`src/rtl/demux4_buf_pkg.sv`:
```
// Shared constants and types for the demux4_buf slice.
// Optional per-channel delivery counters are enabled with DEMUX4_CNT_EN.
package demux4_buf_pkg;

    localparam int unsigned num_ch = 4;  // output channel count
    localparam int unsigned sel_w  = 2;  // destination select width
    localparam int unsigned cnt_w  = 8;  // per-channel delivery counter width

    typedef logic [sel_w-1:0] ch_idx_t;

    // One-entry slot occupancy
    typedef enum logic {SlotEmpty, SlotFull} slot_state_t;

endpackage

```
`src/rtl/demux4_slot.sv`:
```
// One-entry valid/ready holding register for one demux output channel.
// With DEMUX4_CNT_EN defined, also counts deliveries on an 8-bit wrapping counter.
module demux4_slot
    import demux4_buf_pkg::*;
#(
    parameter int unsigned size = 16
) (
    input  logic            clk,
    input  logic            rst_n,
    input  logic            load,       // accept targets this slot this cycle
    input  logic [size-1:0] load_data,
    input  logic            ready,      // consumer takes the word this cycle
    output logic            valid,
    output logic [size-1:0] data
`ifdef DEMUX4_CNT_EN
    ,
    output logic [cnt_w-1:0] cnt
`endif
);

    slot_state_t     state_q;
    logic [size-1:0] data_q;
    logic            deliver;

    assign deliver = (state_q == SlotFull) && ready;
    assign valid   = (state_q == SlotFull);
    assign data    = data_q;

    // Slot state and contents; a load on the delivery edge keeps the slot full
    always_ff @(posedge clk or negedge rst_n) begin
        if (!rst_n) begin
            state_q <= SlotEmpty;
            data_q  <= '0;
        end else begin
            unique case (state_q)
                SlotEmpty: if (load) state_q <= SlotFull;
                SlotFull:  if (ready && !load) state_q <= SlotEmpty;
                default:   state_q <= SlotEmpty;
            endcase
            if (load) data_q <= load_data;
        end
    end

`ifdef DEMUX4_CNT_EN
    logic [cnt_w-1:0] cnt_q;

    assign cnt = cnt_q;

    // Delivery counter, wraps naturally at 2**cnt_w
    always_ff @(posedge clk or negedge rst_n) begin
        if (!rst_n) begin
            cnt_q <= '0;
        end else if (deliver) begin
            cnt_q <= cnt_q + 1'b1;
        end
    end
`else
    logic unused_deliver;
    assign unused_deliver = deliver;
`endif

endmodule

```
`src/rtl/demux4_buf.sv`:
```
// Registered 1-to-4 demultiplexer with a one-entry valid/ready slot per channel.
// Define DEMUX4_CNT_EN to add the xfer_cnt port (8-bit delivery count per channel).
module demux4_buf
    import demux4_buf_pkg::*;
#(
    parameter int unsigned size = 16
) (
    input  logic              clk,
    input  logic              rst_n,
    input  logic [size-1:0]   in_data,
    input  ch_idx_t           in_sel,
    input  logic              in_valid,
    output logic              in_ready,
    output logic [size-1:0]   out0_data,
    output logic [size-1:0]   out1_data,
    output logic [size-1:0]   out2_data,
    output logic [size-1:0]   out3_data,
    output logic [num_ch-1:0] out_valid,
    input  logic [num_ch-1:0] out_ready
`ifdef DEMUX4_CNT_EN
    ,
    output logic [num_ch*cnt_w-1:0] xfer_cnt
`endif
);

    logic [num_ch-1:0] load;
    logic [size-1:0]   slot_data [num_ch];

    // Only the targeted channel can stall the input, independent of in_valid
    assign in_ready = ~out_valid[in_sel] | out_ready[in_sel];

    // Decode the accepted word to a one-hot slot load
    always_comb begin
        load = '0;
        if (in_valid && in_ready) load[in_sel] = 1'b1;
    end

    for (genvar k = 0; k < num_ch; k++) begin : g_slot
        demux4_slot #(
            .size (size)
        ) u_slot (
            .clk       (clk),
            .rst_n     (rst_n),
            .load      (load[k]),
            .load_data (in_data),
            .ready     (out_ready[k]),
            .valid     (out_valid[k]),
            .data      (slot_data[k])
`ifdef DEMUX4_CNT_EN
            ,
            .cnt       (xfer_cnt[cnt_w*k +: cnt_w])
`endif
        );
    end

    assign out0_data = slot_data[0];
    assign out1_data = slot_data[1];
    assign out2_data = slot_data[2];
    assign out3_data = slot_data[3];

endmodule
```
`config.mk`:
```
export PLATFORM = sky130hd
export DESIGN_NAME = demux4_buf
export DESIGN_NICKNAME = d
export VERILOG_FILES = /design/src/rtl/demux4_buf_pkg.sv /design/src/rtl/demux4_slot.sv /design/src/rtl/demux4_buf.sv
export SDC_FILE = /design/constraint.sdc
export NUM_CORES = 1
export LEC_CHECK = 0
export ABC_CLOCK_PERIOD_IN_PS = 4430
export CELL_PAD_IN_SITES_DETAIL_PLACEMENT = 0
export CELL_PAD_IN_SITES_GLOBAL_PLACEMENT = 1
export CORE_MARGIN = 1.5
export CORE_UTILIZATION = 39
export DETAILED_ROUTE_END_ITERATION = 6
export GPL_TIMING_DRIVEN = 0
export HOLD_SLACK_MARGIN = 0.1
export PLACE_DENSITY_LB_ADDON = 0.1
export RECOVER_POWER = 50
export SKIP_LAST_GASP = 1
export SLEW_MARGIN = 20
export SYNTH_ARGS = -nofsm -noshare
export SYNTH_HDL_FRONTEND = slang
export SYNTH_SLANG_ARGS = --single-unit
export TNS_END_PERCENT = 100
```
`constraint.sdc`:
```
create_clock -name clk -period 4.43 [get_ports clk]
set_input_delay 0.886 -clock clk [delete_from_list [all_inputs] [get_ports clk]]
set_output_delay 0.886 -clock clk [all_outputs]
set_load 0.03 [all_outputs]
```
# Word-level counts from Yosys, hierarchy flattened

Cells that the tools add are included.

$lt $le $gt $ge: 2
Muxes and demuxes: 19
Bitwise logic cells: 6
Reductions and logical operators: 10

Operator list:

| cell               | count |
|---|---|
| $mux 1             | 11 |
| $pmux 1 s2         | 4 |
| $logic_and 1x1->1  | 6 |
| $not 1->1          | 5 |
| $bmux 1 s2         | 2 |
| $logic_not 1->1    | 4 |
| $mux 4             | 1 |
| $lt 2x3->1 const B | 1 |
| $demux 1 s2        | 1 |
| $ge 2x1->1 const B | 1 |
| $or 1x1->1         | 1 |

Flip-flop bits (word level): 68
Input port bits: 25
Output and inout port bits: 69
Logic and storage cells: 45

# Logic depth before layout (Yosys ltp)

Gate-level depths: netlist of the first run.

Depth in word-level cells: 10
Depth in mapped cells: 6
Depth with buffers taken out: 3

# Hierarchy

A second synthesis of the first run with hierarchy kept.

Cell total of the unflattened synthesis: 157
Area, all modules: 2834.0 µm²

Modules (own cells, without submodules):

| module      | instances | cells each | area an instance (µm²) | seq. area each (µm²) |
|---|---|---|---|---|
| demux4_slot | 4         | 37         | 683.2                  | 425.4 |
| demux4_buf  | 1         | 9          | 101.3                  | 0.0 |

# Worst setup path after synthesis of the first run

Ideal clock, no wire load.

Path kind: input -> output
From: input in_sel[1]
To: output in_ready
Data arrival time: 1768 ps
Data required time: 3544 ps
Setup slack: 1776 ps
Stages on the path: 2
Path buffers: 1
Cells stage by stage: buf_2 > mux4_1

Word-level cells in the longest chain between the ends: 4
Elaborated cells on any way between the ends: 6
Those cells by class: mux: 4; bitwise: 2

Ends and longest elaborated chain:

| item                         | RTL line         | RTL |
|---|---|---|
| from (decl)                  | demux4_buf.sv:11 | `input ch_idx_t in_sel,` |
| $bmux 1 s2                   | demux4_buf.sv:30 | `assign in_ready = ~out_valid[in_sel] \| out_ready[in_sel];` |
| $mux 1 (implied by the code) | demux4_buf.sv:30 |  |
| $not 1->1                    | demux4_buf.sv:30 |  |
| $or 1x1->1 *                 | demux4_buf.sv:30 |  |
| to (decl)                    | demux4_buf.sv:13 | `output logic in_ready,` |

Every way passes the cells marked *; elsewhere a longest branch is shown, timed or not. The select of a mux whose other input is x is not followed.

# Final worst setup path of the first run

From: input out_ready[2]
To: output in_ready

Word-level cells in the longest chain between the ends: 3

Ends and longest elaborated chain:

| item                         | RTL line         | RTL |
|---|---|---|
| from (decl)                  | demux4_buf.sv:19 | `input logic [num_ch-1:0] out_ready` |
| $bmux 1 s2                   | demux4_buf.sv:30 |  |
| $mux 1 (implied by the code) | demux4_buf.sv:30 |  |
| $or 1x1->1                   | demux4_buf.sv:30 |  |

Every way passes these cells. The select of a mux whose other input is x is not followed.

==> flow_metrics.env, run 1 <==
export IMPL_synth_top_area_share_pct=62.59
export IMPL_min_path_type="flop to flop"
export IMPL_drcViolationCount=0
export IMPL_clkTransAtPathRegs_ns=0.07
export IMPL_die_width_microns=86.50
export IMPL_drt_total_wl_mm=5.584
export IMPL_cp_start_kind="input pin"
export IMPL_finalWorstSetupSlack_ns=0.9774
export IMPL_clk_latency_ns=0.33
export IMPL_crit_chain="clkdlybuf4s50_1 > nand2b_1 > mux4_1 > clkdlybuf4s50_1"
export IMPL_ioPinCount=94
export IMPL_syn_area_per_cell_sq_um=16.99
export IMPL_setup_tns_final_ns=0
export IMPL_detail_route_wl_per_cell_microns=16.09
export IMPL_ctsHoldBuffers=0
export IMPL_rows=30
export IMPL_die_area_sq_um=7481
export IMPL_nets=289
export IMPL_p_total_mw=1.959
export IMPL_firstDrtPassIters=4
export IMPL_final_area_sq_um=3870
export IMPL_yosys_warnings=0
export IMPL_relSlewSlack_pct=5.926
export IMPL_initial_core_util_pct=40.24
export IMPL_cts_resized=0
export IMPL_yosys_area_top_type="dfrtp_1"
export IMPL_whs_ns=0.5029
export IMPL_cap_viol_max_count=0
export IMPL_place_congestion=0.7080
export IMPL_cpMaxStageDelayCell="clkdlybuf4s50_1"
export IMPL_worst_slew_pin_slew_ns=1.411
export IMPL_setup_violations=0
export IMPL_viasPerCell=4.801
export IMPL_grt_ovfl_total=0
export IMPL_finalHoldViolations=0
export IMPL_htree_levels=3
export IMPL_syn_nets=185
export IMPL_swShare_pct=33.49
export IMPL_antenna_found_initial=0
export IMPL_grt_first_pass_wirelength_mm=8.783
export IMPL_diodes=0
export IMPL_crit_type="input pin to primary output"
export IMPL_arrival_ns=2.57
export IMPL_end_kind="primary output"
export IMPL_slew_violations=0
export IMPL_ys_top_cells_by_area="dfrtp_1 (63%), mux2_2 (22%), mux2_4 (6.6%), buf_6 (1.2%), buf_4 (1.1%)"
export IMPL_p_comb_share_pct=37.2
export IMPL_slowest_delay_ns=0.60
export IMPL_grt_max_degree=46
export IMPL_pwr_share_clk_pct=21.4
export IMPL_ant_nets=0
export IMPL_cts_root_buffer="clkbuf_8"
export IMPL_seqPwrFrac_pct=41.4
export IMPL_power_density_nw_per_um2=506.2
export IMPL_synth_area_sq_um=2719
export IMPL_grt_pass1_vias=1662
export IMPL_r2r_cells=5
export IMPL_max_freq_ghz=0.2896
export IMPL_track_usage_pct=15.92
export IMPL_power_internal_mw=1.303
export IMPL_crit_required_ns=3.54
export IMPL_clockBufferDepth=2
export IMPL_placed_cell_area_sq_um=3765
export IMPL_synth_seq_cells=68
export IMPL_pre_cts_slack_ns=0.9375
export IMPL_cts_tree="built"
export IMPL_postCtsSetupRepairBufs=0
export IMPL_hold_depth=1
export IMPL_drive_gt1_share_pct=32.21
export IMPL_finalCritPeriodShare_pct=77.94
export IMPL_cts_sinks=68
export IMPL_drt_iter0_markers=22
export IMPL_ys_seq_area_share_pct=62.59
export IMPL_synthCells=160
export IMPL_cpMostUsedCell="clkdlybuf4s50_1"
export IMPL_numCtsBuffers=9
export IMPL_p_sw_mw=0.6560
export IMPL_peakVddDrop_uv=248.1
export IMPL_p_leak_nw=1.644
export IMPL_hpwl_mm=3.921
export IMPL_syn_to_final_growth_pct=42.34
export IMPL_status="finished, final reports clean"
export IMPL_fin_skew_ns=0.007404
export IMPL_crit_path_max_fanout=3
export IMPL_port_buffers=92
export IMPL_dieHeight_microns=86.50
export IMPL_finalCriticalPeriod_ns=3.453
export IMPL_coreArea_sq_um=6756
export IMPL_rsz0062_at_grt="false"
export IMPL_vias=1666
export IMPL_ys_types=18
## power groups by stage
| stage | logic [mW] | registers (mW) | clock network [mW] |
|---|---|---|---|
| 3_5_place_dp | 0.743 | 0.822 | 0 |
| 2_1_floorplan | 0.159 | 1.07 | 0 |
| 4_1_cts | 0.744 | 0.813 | 0.435 |
| 5_1_grt | 0.762 | 0.827 | 0.466 |
| 3_3_place_gp | 0.736 | 0.819 | 0 |
| 6_report | 0.729 | 0.811 | 0.419 |
## worst paths after layout
kind | from | to | slack, ns
worst max-delay path | out_ready[2] | in_ready | 0.98
worst min-delay path | g_slot[0].u_slot.data[10] | g_slot[0].u_slot.data[10] | 0.50
worst max register to register | g_slot[2].u_slot.valid | g_slot[2].u_slot.data[13] | 2.29
worst min register to register | g_slot[0].u_slot.data[10] | g_slot[0].u_slot.data[10] | 0.50
max in group asynchronous | rst_n | g_slot[1].u_slot.data[13] | 2.70
min in group asynchronous | rst_n | g_slot[0].u_slot.data[14] | 0.87
## final cells by class
type / count / area, sq um
tap: 80 / 100.1
clock buffer: 11 / 141.4
clock inverter: 3 / 15.01
timing repair buffer: 93 / 942.2
multi-input combinational: 81 / 888.4
buffer: 11 / 81.33
sequential: 68 / 1702
fill: 575 / 2887
## cell usage after synthesis, drive strengths merged
| library cell | number |
|---|---|
| mux4 | 1 |
| dfrtp | 68 |
| and3 | 1 |
| nand2 | 5 |
| nand3 | 1 |
| mux2 | 64 |
| nand2b | 4 |
| nor3b | 1 |
| buf | 11 |
| nand3b | 1 |
| o21ai | 1 |
| nor2b | 2 |
## routing by layer
layer	part of all wire (%)	GRT usage (%)
met1	46	21.15
met2	45	23.51
met3	6.9	5.429
met4	1.7	7.478
met5	0	0
## cells in the final DEF (no fill, tap or decap), drive strengths merged
cell type,n
clkdlybuf4s50,90
dfrtp,68
mux2,64
clkbuf,16
buf,8
nand2,5
nand2b,4
clkinv,3
nor2b,2
mux4,1
nand3b,1
o21ai,1
nand3,1
nor3b,1
and3,1
dlygate4sd3,1
## flip-flops by register name, summed over array words and instances, names as in the netlist
register / flops
g_slot.u_slot.valid: 4
g_slot.u_slot.data: 64
## kinds of logic after synthesis
family                 count (synthesis)  synth area share [%]
buffers and inverters                 11                 3.635
flip-flops                            68                 62.59
AO/OA/AOI/OAI                          1                0.1839
multiplexers                          65                 29.13
AND/OR/NAND/NOR                       15                 4.464
## critical path, delay by kind of cell
kind                   cells  cell delay (ns)
buffers and inverters      2             1.00
muxes                      1             0.50
and+or+nand+nor            1             0.18
## through the flow
stage	util [%]	instances
after global routing	57.28	347
final	57.28	347
after CTS	58.04	347
after floorplan	-	160
after detailed placement	55.72	333
after global placement	55.35	332
Power figures use the tool's default switching activity.
==> run 2, diff against run 1 <==
ABC_CLOCK_PERIOD_IN_PS = 2810   (was 4430)
CORE_UTILIZATION = 33   (was 39)
clock period = 2.81 ns   (was 4.43 ns; I/O delays follow)
==> run 2 against run 1 <==
Compared with the run above: the flow now finishes with violations (max-capacitance violations, max-slew violations); clock skew shrank 0.00073 ns; register-to-register slack lost 1.4 ns; via count grew 0.90%; utilization shrank 6.6 points; combinational power grew 58%; sequential share of layout area shrank 1.1 points; routed wire length grew 7.9%; global-route usage shrank 1.1 points; final cell count grew 6.9%.
==> flow_metrics.env, run 2 (same netlist as run 1, synthesis figures left out) <==
export IMPL_end_kind="primary output"
export IMPL_relSlewSlack_pct=-7.504
export IMPL_place_congestion=0.6814
export IMPL_cts_sinks=68
export IMPL_placed_cells=355
export IMPL_arrival_ns=2.01
export IMPL_crit_path_max_fanout=3
export IMPL_layout_commonest_cell="clkdlybuf4s50_1"
export IMPL_detail_route_wl_per_cell_microns=16.24
export IMPL_final_cell_mix="clkdlybuf4s50_1 (88), dfrtp_1 (68), mux2_2 (52)"
export IMPL_syn_to_final_growth_pct=46.16
export IMPL_fin_cells=371
export IMPL_top_usage_layer="met2"
export IMPL_die_area_sq_um=8793
export IMPL_track_usage_pct=14.79
export IMPL_pwr_share_clk_pct=27.8
export IMPL_htree_levels=3
export IMPL_fin_skew_ns=0.006678
export IMPL_swShare_pct=31.87
export IMPL_numCtsBuffers=9
export IMPL_grt_first_pass_wirelength_mm=9.653
export IMPL_grtUsageMet3_pct=4.693
export IMPL_cpMaxStageDelayCell="mux4_1"
export IMPL_clockBufferDepth=2
export IMPL_initial_core_util_pct=34.65
export IMPL_rsz0062_at_grt="false"
export IMPL_cap_viol_max_count=1
export IMPL_peakVddDrop_uv=471.2
export IMPL_nets=289
export IMPL_finalCritPeriodShare_pct=91.45
export IMPL_coreArea_sq_um=7848
export IMPL_ctsHoldBuffers=0
export IMPL_rows=32
export IMPL_setup_violations=0
export IMPL_finalHoldViolations=0
export IMPL_cts_resized=1
export IMPL_crit_chain="clkdlybuf4s50_1 > nand2b_1 > mux4_1 > dlygate4sd2_1"
export IMPL_met1_usage_pct=19.33
export IMPL_power_internal_mw=2.296
export IMPL_port_buffers=92
export IMPL_p_leak_nw=1.678
export IMPL_crit_required_ns=2.25
export IMPL_clk_latency_ns=0.34
export IMPL_drt_total_wl_mm=6.024
export IMPL_status="finished, violations left"
export IMPL_violations="max-capacitance violations, max-slew violations"
export IMPL_drive_gt1_share_pct=33.46
export IMPL_dieHeight_microns=93.77
export IMPL_die_width_microns=93.77
export IMPL_ant_nets=0
export IMPL_slew_violations=28
export IMPL_drcViolationCount=0
export IMPL_grt_max_degree=42
export IMPL_p_total_mw=3.370
export IMPL_p_comb_share_pct=34.2
export IMPL_worst_slew_pin_slew_ns=1.613
export IMPL_hpwl_mm=4.179
export IMPL_p_sw_mw=1.074
export IMPL_grt_ovfl_total=0
export IMPL_seqPwrFrac_pct=38.0
export IMPL_vias=1681
export IMPL_max_freq_ghz=0.3891
export IMPL_pre_cts_slack_ns=-0.04798
export IMPL_cts_root_buffer="clkbuf_8"
export IMPL_finalCriticalPeriod_ns=2.570
export IMPL_antenna_found_initial=0
export IMPL_whs_ns=0.5002
export IMPL_min_path_type="flop to flop"
export IMPL_drt_iter0_markers=12
export IMPL_largest_reg_flops=64
export IMPL_finalWorstSetupSlack_ns=0.2402
export IMPL_clkTransAtPathRegs_ns=0.07
export IMPL_cp_start_kind="input pin"
export IMPL_slowest_delay_ns=0.50
export IMPL_cts_tree="built"
export IMPL_viasPerCell=4.531
export IMPL_grt_pass1_vias=1776
export IMPL_firstDrtPassIters=4
export IMPL_postCtsSetupRepairBufs=0
export IMPL_power_density_nw_per_um2=848.1
export IMPL_ioPinCount=94
export IMPL_use_met2_pct=22.52
export IMPL_diodes=0
export IMPL_crit_type="input pin to primary output"
-- run 2: cell types whose count changed in the layout (fill, tap and decap cells not counted), moves of 2 or more --
cell,previous run,this run
clkbuf_8,10,12
clkdlybuf4s50_1,90,88
bufinv_16,0,2
clkinv_2,3,0
-- run 2: power by group through the flow --
stage / clock network (mW) / registers, mW / logic (mW)
4_1_cts: 0.964 / 1.28 / 1.18
3_5_place_dp: 0 / 1.30 / 1.17
2_1_floorplan: 0 / 1.69 / 0.250
5_1_grt: 1.00 / 1.31 / 1.21
6_report: 0.937 / 1.28 / 1.15
3_3_place_gp: 0 / 1.30 / 1.16
-- run 2: worst paths after layout --
check / slack [ns] / from / cells past startpoint / endpoint
worst max-delay path: 0.24 / out_ready[2] / 4 / in_ready
worst max register to register: 0.86 / g_slot[0].u_slot.valid / 4 / g_slot[0].u_slot.data[5]
max in group asynchronous: 1.25 / rst_n / 1 / g_slot[3].u_slot.data[9]
worst min-delay path: 0.50 / g_slot[0].u_slot.data[10] / 1 / g_slot[0].u_slot.data[10]
worst min register to register: 0.50 / g_slot[0].u_slot.data[10] / 1 / g_slot[0].u_slot.data[10]
min in group asynchronous: 0.62 / rst_n / 1 / g_slot[3].u_slot.data[15]
-- run 2: cell type report --
class | instances | area, sq um
fill | 718 | 3874
sequential | 68 | 1702
timing repair buffer | 93 | 933.4
multi-input combinational | 81 | 892.1
clock buffer | 13 | 168.9
tap | 102 | 127.6
buffer | 11 | 82.58
clock inverter | 3 | 67.56
-- run 2: through the flow --
stage	setup TNS, ns	utilization, %	cell area, sq um
floorplan	0	-	2719
global placement	-84.78	48.01	3767
detailed placement	-0.04798	48.23	3785
CTS	0	51.23	4020
global route	0	50.64	3974
finish	0	50.64	3974
-- run 2: worst max-delay path, delay by kind of cell --
family / cells / cell delay, ns
simple gates: 1 / 0.18
mux: 1 / 0.50
buf+inv: 2 / 0.77
-- run 2: per-layer routing --
metal / vias to the layer above / part of all wire, %
li1: 761 / -
met1: 856 / 45
met2: 51 / 47
met3: 13 / 6.4
met4: 0 / 1.6
met5: - / 0
